<file path="config.mk">
export PLATFORM = sky130hd
export DESIGN_NAME = counter_seq_ctrl
export DESIGN_NICKNAME = d
export VERILOG_FILES = /design/src/rtl/counter_pkg.sv /design/src/rtl/tick_gen.sv /design/src/rtl/counter_seq_ctrl.sv
export SDC_FILE = /design/constraint.sdc
export NUM_CORES = 1
export LEC_CHECK = 0
export ABC_AREA = 1
export BUFFER_PORTS_ARGS = -buffer_cell sky130_fd_sc_hd__buf_4
export CAP_MARGIN = 20
export CORE_AREA = 2 2 68 70
export DETAILED_ROUTE_END_ITERATION = 12
export DIE_AREA = 0 0 70 72
export GPL_TIMING_DRIVEN = 0
export PLACE_DENSITY = 0.76
export SYNTH_ARGS = -nofsm -noshare
export SYNTH_HDL_FRONTEND = slang
export SYNTH_SLANG_ARGS = --single-unit
</file>
<file path="constraint.sdc">
create_clock -name clk -period 2.43 [get_ports clk]
set_input_delay 0.486 -clock clk [delete_from_list [all_inputs] [get_ports clk]]
set_output_delay 0.486 -clock clk [all_outputs]
set_load 0.005 [all_outputs]
</file>
<file path="src/rtl/counter_pkg.sv">
// counter_pkg: shared state encoding and default width for the LED counter sequencer
package counter_pkg;
  localparam int DEF_CNT_W = 6;
  localparam logic [1:0] ST_IDLE  = 2'b00;
  localparam logic [1:0] ST_RUN   = 2'b01;
  localparam logic [1:0] ST_PAUSE = 2'b10;
  localparam logic [1:0] ST_DONE  = 2'b11;
endpackage

</file>
<file path="src/rtl/tick_gen.sv">
// tick_gen: prescaler raising tick once every DIV cycles while run is high
module tick_gen #(
  parameter int DIV = 4
) (
  input  logic clk,
  input  logic rst,
  input  logic run,
  input  logic clr,
  output logic tick
);
  localparam int W = (DIV > 2) ? $clog2(DIV) : 1;
  localparam logic [W-1:0] LAST = W'(DIV - 1);
  logic [W-1:0] presc;
  assign tick = run && (presc == LAST);
  always_ff @(posedge clk) begin
    if (rst || clr) presc <= '0;
    else if (run) presc <= (presc == LAST) ? '0 : presc + 1'b1;
  end
endmodule

</file>
<file path="src/rtl/counter_seq_ctrl.sv">
// counter_seq_ctrl: run/pause/step sequencer producing count-enable ticks and restart requests
module counter_seq_ctrl
  import counter_pkg::*;
#(
  parameter int CNT_W    = DEF_CNT_W,
  parameter int TICK_DIV = 50_000_000
) (
  input  logic             clk,
  input  logic             rst,
  input  logic             btn_start,
  input  logic             btn_stop,
  input  logic             btn_step,
  input  logic             mode_oneshot,
  input  logic [CNT_W-1:0] cnt,
  output logic             cnt_en,
  output logic             cnt_clr,
  output logic [1:0]       state,
  output logic             busy
);
  logic [2:0] btn_q, evt;
  logic [1:0] nxt_state;
  logic       nxt_en, nxt_clr, presc_clr, tick;
  wire evt_stop  = evt[2];
  wire evt_start = evt[1];
  wire evt_step  = evt[0];
  tick_gen #(.DIV(TICK_DIV)) u_tick (
    .clk (clk),
    .rst (rst),
    .run (state == ST_RUN),
    .clr (presc_clr),
    .tick(tick)
  );
  always_comb begin
    nxt_state = state;
    nxt_en    = 1'b0;
    nxt_clr   = 1'b0;
    case (state)
      ST_IDLE: begin
        nxt_state = evt_start ? ST_RUN : ST_IDLE;
        nxt_clr   = evt_start;
        nxt_en    = !evt_start && evt_step;
      end
      ST_RUN: begin
        nxt_state = evt_stop ? ST_PAUSE : (tick && mode_oneshot && &cnt) ? ST_DONE : ST_RUN;
        nxt_en    = !evt_stop && tick && !(mode_oneshot && &cnt);
      end
      ST_PAUSE: begin
        nxt_state = evt_stop ? ST_IDLE : evt_start ? ST_RUN : ST_PAUSE;
        nxt_clr   = evt_stop;
        nxt_en    = !evt_stop && !evt_start && evt_step;
      end
      ST_DONE: begin
        nxt_state = evt_stop ? ST_IDLE : evt_start ? ST_RUN : ST_DONE;
        nxt_clr   = !evt_stop && evt_start;
      end
    endcase
  end
  // Only the RUN<->PAUSE transitions keep the prescaler; every other state change restarts it
  assign presc_clr = (nxt_state != state) && (nxt_state != ST_PAUSE) &&
                     !(state == ST_PAUSE && nxt_state == ST_RUN);
  always_ff @(posedge clk) begin
    if (rst) begin
      state   <= ST_IDLE;
      cnt_en  <= 1'b0;
      cnt_clr <= 1'b0;
      busy    <= 1'b0;
      btn_q   <= '0;
      evt     <= '0;
    end else begin
      btn_q   <= {btn_stop, btn_start, btn_step};
      evt     <= {btn_stop, btn_start, btn_step} & ~btn_q;
      state   <= nxt_state;
      cnt_en  <= nxt_en;
      cnt_clr <= nxt_clr;
      busy    <= (nxt_state == ST_RUN);
    end
  end
endmodule

</file>
==> flow_summary.yaml <==
outcome:
  outcome: "finished clean"
place:
  numPortBuffers: 16
  hpwl_um: 3290
  gp_congestion: 0.937
cts:
  h-tree-depth: 2
  cts_inserted_buffers: 5
  root_buffer: "clkbuf_8"
  cts_num_sinks: 37
  tritoncts: "yes"
  cts_hold_buffers: 0
  clk_latency_ps: 300
  ctsResizeCount: 0
  cts_setup_buffers: 0
  clkTransAtPathRegs_ps: 80
  clockBufferDepth: 2
pwr:
  p_leak_nw: 0.907
  total_power_mw: 1.16
  pwr_density_cell_nw_per_um2: 502
  peakVddDrop_mv: 0.350
detailed_routing:
  wirelength_um: 4410
  dr.pass1.iters: 5
  drt-initial-drc-count: 161
  drcViolationCount: 0
  routedWlPerCell_um: 11.7
  vias_per_cell: 5.10
  ant_nets: 0
  vias: 1924
global_route:
  grt_pass1_wl_um: 7690
  grt_overflow: 0
  grt_usage: 0.191
  grt_start_max_net_pins: 15
  grtUsageMet1: 0.225
  use_met3: 0.0292
  grt_use_met2: 0.338
  top_usage_layer: "met2"
  grt_antenna_before_repair: 0
  first_global_vias: 1827
sta:
  rsz0062_at_grt: "false"
  post-route-period-util: 0.796
  fin_hold_ws_ps: 364
  hold_viol: 0
  period_minus_slack_ps: 1930
  tightest_slew_ps: 486
  skew_ps: 6.62
  max_slew_margin: 0.675
  fmax_mhz: 517
  slew_viol_final: 0
  fin_setup_tns_ps: 0
  setup_viol_count_final: 0
synth:
  async_reset_ff_frac: 0
  synth_cell_types: 29
  avgSynthCellArea_sq_um: 6.72
  synth-edff-count: 0
  ys_seq_area_frac: 0.366
  syn_inst: 301
  synth_nets: 314
  synth_seq_cells: 37
  synth_top_area_share: 0.366
  netlist_area_sq_um: 2020
  yosysTopAreaCell: "dfxtp_1"
  ys.flop_type: "dfxtp_1"
  yosysWarnings: 0
  synth_area_leaders: "dfxtp_1 37%, nand2_1 9.8%, inv_1 8.3%"
floorplanning:
  dieArea_sq_um: 5040
  die_w_um: 70
  die_h_um: 72
  core_area_sq_um: 4260
  initial_utilization: 0.474
  core.rowCount: 24
  pin_count: 17
setup_path:
  cp-end-kind: "flip-flop"
  crit_chain: "ha_1 > inv_1 > nor3_1 > nand4_1 > nor2_2 > nand2_1 > nand2_1 > nand3_1 > nor2_2"
  crit_fanout: 5
  cp.required_ps: 2670
  critical_path_class: "flip-flop to flip-flop"
  critPathSlowestCell: "dfxtp_1"
  critPathMaxStageDelay_ps: 390
  worst_ep_arrival_time_ps: 2170
  start_kind: "flip-flop"
layout:
  antenna_cells: 0
  nets: 337
  utilization: 0.540
  drive_above_1_share: 0.188
  syn_to_final_growth_pct: 13.8
min_path:
  hold_class: "primary input to flip-flop"
flow_run:
  max_cap_viol_count: 0
-- power by group --
part | switching, mW | internal [mW]
sequential | 0.00627 | 0.616
combinational | 0.0465 | 0.0339
clock | 0.245 | 0.209
total | 0.298 | 0.859
-- sequential cells by signal, summed over array words and instances, names as in the netlist --
signal        count
btn_q             3
busy              1
cnt_clr           1
cnt_en            1
evt               3
state             2
u_tick.presc     26
-- synthesized netlist by cell type (2+ instances only) --
master,instances
a21oi_1,10
buf_6,2
clkbuf_1,2
dfxtp_1,37
inv_1,45
inv_2,2
nand2_1,53
nand2_2,3
nand3_1,30
nand4_1,10
nor2_1,40
nor2_2,24
nor3_1,13
o211ai_1,2
o21ai_0,5
o21bai_1,3
or2_2,3
xnor2_1,2
xor2_1,5
-- layout make-up --
| class | count | area (sq um) |
|---|---|---|
| Buffer | 4 | 30.0 |
| Clock buffer | 5 | 68.8 |
| Clock inverter | 3 | 25.0 |
| Fill cell | 452 | 1960 |
| Inverter | 47 | 176 |
| Multi-Input combinational cell | 213 | 1080 |
| Sequential cell | 37 | 741 |
| Tap cell | 52 | 65.1 |
| Timing Repair Buffer | 16 | 120 |
-- cell families after synthesis --
logic type / Yosys count / share of synthesized area
AND/OR/NAND/NOR: 182 / 0.429
AO/OA/AOI/OAI: 23 / 0.0668
XOR/XNOR: 7 / 0.0303
buffers and inverters: 51 / 0.102
flip-flops: 37 / 0.366
adder cells (fa/ha/maj): 1 / 0.00618
-- layer usage --
metal | share of wire | routed length [um]
met1 | 0.46 | 2050
met2 | 0.47 | 2080
met3 | 0.044 | 196
met4 | 0.020 | 86
met5 | 0 | 0
-- worst paths after layout --
path / depth (start not counted) / endpoint / slack, ps / start
worst max-delay path: 9 / u_tick.presc[20]$_SDFFE_PP0N_ / 500 / u_tick.presc[0]$_SDFFE_PP0N_
worst min-delay path: 2 / busy$_SDFF_PP0_ / 360 / rst
worst max register to register: 9 / u_tick.presc[20]$_SDFFE_PP0N_ / 500 / u_tick.presc[0]$_SDFFE_PP0N_
worst min register to register: 1 / evt[2]$_SDFF_PP0_ / 400 / btn_q[2]$_SDFF_PP0_
-- cells in the final DEF, fill, tap and decap left out, drive strengths merged, types with 5 or more instances in the layout --
master,synthesis,routed
nor3,13,13
buf,2,18
o21ai,5,5
a21oi,10,10
nand3,31,31
dfxtp,37,37
nand2,57,57
nand4,10,10
nor2,65,65
clkbuf,2,7
xor2,5,5
inv,47,49
-- worst max-delay path: cells and delay by family, from the launching register on --
family	cells	cell delay (ps)
simple gates	7	1210
flops	1	390
fa+ha+maj	1	190
buf+inv	1	80
-- stage by stage --
step	instance area (sq um)	worst slack, ps	std cells
3_5_place_dp	2210	541	369
4_1_cts	2300	511	377
6_report	2300	496	377
5_1_grt	2300	274	377
2_1_floorplan	2020	810	301
3_3_place_gp	2210	548	369
Power figures use the tool's default switching activity.
